[config.mk]
export PLATFORM = sky130hd
export DESIGN_NAME = seq_detect_param
export DESIGN_NICKNAME = d
export VERILOG_FILES = /design/src/rtl/seq_detect_param.sv
export SDC_FILE = /design/constraint.sdc
export NUM_CORES = 1
export LEC_CHECK = 0
export ABC_CLOCK_PERIOD_IN_PS = 2200
export CAP_MARGIN = 20
export CORE_MARGIN = 3
export CORE_UTILIZATION = 46
export CTS_CLUSTER_SIZE = 8
export DETAILED_ROUTE_END_ITERATION = 10
export PLACE_DENSITY = 0.77
export SYNTH_ARGS = -nofsm -noshare
export SYNTH_HDL_FRONTEND = slang
export SYNTH_SLANG_ARGS = --single-unit
[constraint.sdc]
create_clock -name clk -period 2.2 [get_ports clk]
set_clock_uncertainty 0.2 [all_clocks]
set_input_delay 0.33 -clock clk [delete_from_list [all_inputs] [get_ports clk]]
set_output_delay 0.33 -clock clk [all_outputs]
set_load 0.02 [all_outputs]
[src/rtl/seq_detect_param.sv]
// seq_detect_param -- configurable serial pattern detector.
//
// A bit stream arrives on `in` (qualified by `en`). Once a pattern has been
// loaded with `cfg_load`, the detector collects PAT_W-1 history bits (FILL)
// and then compares every new bit, together with the history, against the
// latched pattern under a per-bit mask (ARMED). A hit drives `out` in the
// same cycle (Mealy) and `out_q` one cycle later.
//
// Optional feature: define SEQ_DETECT_COUNT_EN to add the saturating match
// counter and its `match_cnt` output port.
//
// Ports:
//   clk          rising-edge clock
//   clr          synchronous active-high reset
//   en           sample-valid for `in`
//   in           serial data bit
//   cfg_load     strobe capturing cfg_pattern / cfg_mask / cfg_overlap
//   cfg_pattern  target sequence, bit PAT_W-1 oldest, bit 0 newest
//   cfg_mask     per-bit compare enable (0 = don't care)
//   cfg_overlap  1 = overlapping matches, 0 = history cleared after a match
//   out          combinational match
//   out_q        `out` delayed by one cycle
//   state        0 IDLE, 1 FILL, 2 ARMED
//   match_cnt    saturating match count (SEQ_DETECT_COUNT_EN only)

module seq_detect_param #(
    parameter int PAT_W = 3,
    parameter int CNT_W = 8
) (
    input  logic             clk,
    input  logic             clr,
    input  logic             en,
    input  logic             in,
    input  logic             cfg_load,
    input  logic [PAT_W-1:0] cfg_pattern,
    input  logic [PAT_W-1:0] cfg_mask,
    input  logic             cfg_overlap,
    output logic             out,
    output logic             out_q,
    output logic [1:0]       state
`ifdef SEQ_DETECT_COUNT_EN
    ,
    output logic [CNT_W-1:0] match_cnt
`endif
);

    localparam logic [1:0] S_IDLE  = 2'd0;
    localparam logic [1:0] S_FILL  = 2'd1;
    localparam logic [1:0] S_ARMED = 2'd2;

    localparam int               FILL_W   = $clog2(PAT_W);
    localparam logic [FILL_W-1:0] FILL_MAX = FILL_W'(PAT_W - 1);

    logic [1:0]       state_q, state_d;
    logic [PAT_W-2:0] hist_q, hist_d;
    logic [FILL_W-1:0] fill_q, fill_d;
    logic [PAT_W-1:0] pat_q, pat_d;
    logic [PAT_W-1:0] mask_q, mask_d;
    logic             ovl_q, ovl_d;
    logic             out_q_d;

    // Current compare window: history plus the incoming bit as the newest.
    logic [PAT_W-1:0] window;
    logic             hit;

    assign window = {hist_q, in};
    assign hit    = ((window ^ pat_q) & mask_q) == '0;

    // State register
    always_ff @(posedge clk) begin
        if (clr) begin
            state_q <= S_IDLE;
            hist_q  <= '0;
            fill_q  <= '0;
            pat_q   <= '0;
            mask_q  <= '0;
            ovl_q   <= 1'b0;
            out_q   <= 1'b0;
        end else begin
            state_q <= state_d;
            hist_q  <= hist_d;
            fill_q  <= fill_d;
            pat_q   <= pat_d;
            mask_q  <= mask_d;
            ovl_q   <= ovl_d;
            out_q   <= out_q_d;
        end
    end

    // Next-state logic
    always_comb begin
        state_d = state_q;
        hist_d  = hist_q;
        fill_d  = fill_q;
        pat_d   = pat_q;
        mask_d  = mask_q;
        ovl_d   = ovl_q;
        out_q_d = out;
        if (cfg_load) begin
            // Load wins over a coincident sample; that sample is dropped.
            state_d = S_FILL;
            hist_d  = '0;
            fill_d  = '0;
            pat_d   = cfg_pattern;
            mask_d  = cfg_mask;
            ovl_d   = cfg_overlap;
        end else begin
            unique case (state_q)
                S_IDLE: ;
                S_FILL, S_ARMED: begin
                    if (en) begin
                        if (out && !ovl_q) begin
                            // Non-overlapping mode restarts collection.
                            state_d = S_FILL;
                            hist_d  = '0;
                            fill_d  = '0;
                        end else begin
                            hist_d = window[PAT_W-2:0];
                            if (fill_q != FILL_MAX) begin
                                fill_d = fill_q + FILL_W'(1);
                            end
                            if (fill_d == FILL_MAX) begin
                                state_d = S_ARMED;
                            end
                        end
                    end
                end
                default: begin
                    state_d = S_IDLE;
                    hist_d  = '0;
                    fill_d  = '0;
                end
            endcase
        end
    end

    // Output logic
    always_comb begin
        out   = !clr && !cfg_load && en && (state_q == S_ARMED) && hit;
        state = state_q;
    end

`ifdef SEQ_DETECT_COUNT_EN
    localparam logic [CNT_W-1:0] CNT_MAX = {CNT_W{1'b1}};

    logic [CNT_W-1:0] cnt_q, cnt_d;

    always_comb begin
        cnt_d = cnt_q;
        if (cfg_load) begin
            cnt_d = '0;
        end else if (out && (cnt_q != CNT_MAX)) begin
            cnt_d = cnt_q + CNT_W'(1);
        end
    end

    always_ff @(posedge clk) begin
        if (clr) cnt_q <= '0;
        else     cnt_q <= cnt_d;
    end

    assign match_cnt = cnt_q;
`endif

endmodule

==> results.cfg <==
[synthesis]
yosysTopAreaCellShare_pct = 43.3
synth_warnings = 0
yosys.cell_types.count = 22
ys_seq_area_share_pct = 43.3
ys_ff_latch = 14
syn_avg_cell_area_um2 = 9.51
synth_area_um2 = 647
netlist_top_cells_area = dfxtp_1, mux2i_1, a32o_1
ys_async_sr_fraction_pct = 0
yosys.area.top_type = dfxtp_1
synth_edf_count = 0
yosys_most_used_dff = dfxtp_1
synthTopCellsByCount = dfxtp_1, nor2_1, mux2i_1, inv_1, a32o_1
synthCells = 68
synth.most_common_cell = dfxtp_1
syn-num-nets = 83

[pwr]
irDropWorstVdd_v = 0.000373
p_leak_nw = 0.366
p_per_area_mw_per_mm2 = 551
p_clk_share_pct = 28.7
switching_power_mw = 0.116
p_comb_share_pct = 15.8
finalPower_mw = 0.485
swShare_pct = 23.9
p_int_mw = 0.369
p_seq_share_pct = 55.5

[die]
start_util_pct = 53.2
fp.dieW_um = 43.5
dieArea_mm2 = 0.00189
die_y_um = 43.5
io_pins = 16
core-area_mm2 = 0.00122
std_cell_rows = 12

[clock_tree]
clk_pin_slew_worst_paths_ns = 0.08
cts_root_buf = clkbuf_4
cts_htree_levels = 1
cts_buffers = 3
ctsHoldBuffers = 0
clk_latency_ns = 0.27
clk_path_buf_depth = 2
tritoncts = done
clock-sinks = 14
cts_setup_buffers = 0

[timing]
relSlewSlack_pct = 71.9
worst_pin_slew_ns = 0.418
hold_slack_ns = 0.277
timing.final.crit_share_pct = 93.1
max_freq_ghz = 0.488
hold_viol = 0
rsz0062_at_grt = false
setup-tns-final_ns = 0
final-max-slew-violation-count = 0
min_period_ns = 2.05
setup_viol = 0

[layout]
drive_above_1_share_pct = 16.5
area_delta_synth_final_pct = 36.2
final_area_um2 = 881
fin_nets = 108
diodes = 0
stdcell_count = 105

[run]
maxCapViolCount = 0

[setup_path]
cp_cell_sequence = clkdlybuf4s50_1 -> xor2_1 -> a22oi_2 -> nand3_1 -> nor2_1 -> buf_2
crit_fanout = 2
arrival_ns = 1.52
cp-start-kind = input port
critPathSlowestCell = clkdlybuf4s50_1
cpPeakStageDelay_ns = 0.43
criticalPathCategory = in -> out
required_ns = 1.67
cp-end-kind = output port

[global_route]
grt_pass1_wl_um = 2290
grtUsageTotal_pct = 16.0
grt_max_degree = 13
grt_overflow = 0
grt_antenna_before_repair = 0
grt_pass1_vias = 538

[placed_design]
place_area_um2 = 858
portBuffers = 15
placed_cells = 102
post-dp-hpwl_um = 1040
place.gp.congestion = 0.772

[route]
remaining_drc_errors = 2
first_iter_violations = 9
wl_um = 1430
wire_per_inst_um = 13.6
dr.pass1.iters = 7
vias = 561
vias_per_cell = 5.34
ant_nets = 0

[status]
violations = design-rule violations
status = complete, but fails checks

[worst_hold_path]
min_path_type = reg -> reg
layout by cell type (no fill, tap or decap):
cell             Yosys  routed
dfxtp_1             14      14
clkdlybuf4s50_1      0      14
nor2_1              10      10
mux2i_1              7       7
buf_4                0       7
inv_1                6       6
a32o_1               4       4
xor2_1               3       3
a21oi_1              3       3
nor3_1               3       3
ha_1                 3       3
clkbuf_4             0       3
nand2_1              2       2
nand3_1              2       2
or3b_4               1       1
a22oi_2              0       1
nor3b_2              1       1
a31o_2               1       1
a31oi_1              1       1
a21o_1               1       1
or4_1                1       1
o22ai_1              1       1
nand4b_1             1       1
buf_2                1       1
layer usage:
layer / vias to the layer above / global-route usage (%) / routed length [um]
met4: 0 / 5.42 / 6
met3: 2 / 2.49 / 58
met1: 249 / 18.3 / 584
met2: 20 / 29.8 / 781
met5: - / 0 / 0
li1: 290 / - / -
sequential cells by signal, indices dropped and copies added (netlist names):
name	cells
hist_q	2
ovl_q	1
mask_q	3
fill_q	2
out_q	1
state	2
pat_q	3
kinds of logic (layout without fill, tap and decap cells):
| logic type | Yosys count | count (layout) | share of synthesized area [%] |
|---|---|---|---|
| adders and majority gates | 3 | 3 | 5.80 |
| DFF | 14 | 14 | 43.3 |
| and+or+nand+nor | 21 | 21 | 17.0 |
| xor gates and xnor gates | 3 | 3 | 4.06 |
| buffers and inverters | 8 | 31 | 4.83 |
| AOI/OAI and AO/OA | 12 | 12 | 14.1 |
| muxes | 7 | 7 | 10.8 |
per-stage QoR:
step,utilization [%],worst slack (ns)
after global placement,70.6,-0.307
after detailed placement,70.6,-0.334
after floorplan,-,0.440
after global routing,72.4,0.0703
final,72.4,0.152
after CTS,72.5,0.00995
worst paths after layout:
check / start / to / slack [ns] / cells after the start
max: in / out / 0.15 / 6
min: fill_q[1] / fill_q[1] / 0.28 / 1
max reg2reg: state[1] / state[0] / 0.46 / 5
min reg2reg: fill_q[1] / fill_q[1] / 0.28 / 1
layout make-up:
class                           count  area, um^2
Multi-Input combinational cell     46         340
Fill cell                          96         335
Sequential cell                    14         280
Timing Repair Buffer               22         198
Clock buffer                        3        22.5
Inverter                            6        22.5
Tap cell                           14        17.5
critical path, delay by kind of cell:
kind,cells,cell delay [ns]
XOR/XNOR,1,0.17
buffers and inverters,2,0.59
AND/OR/NAND/NOR,2,0.20
AO/OA/AOI/OAI,1,0.21
what timing repair did:
| action | 4_1_cts | 5_1_grt |
|---|---|---|
| gates resized for setup | 3 | 2 |
| endpoints found under the setup margin | 1 | 1 |
| cloned | 0 | 0 |
power groups by stage:
stage                     combinational, mW  clock, mW  sequential (mW)
after floorplan                      0.0361          0            0.275
after global placement               0.0724          0            0.274
after detailed placement             0.0749          0            0.275
after CTS                            0.0755      0.139            0.269
after global routing                 0.0845      0.153            0.270
final                                0.0766      0.139            0.269
(Power assumes the default switching activity.)
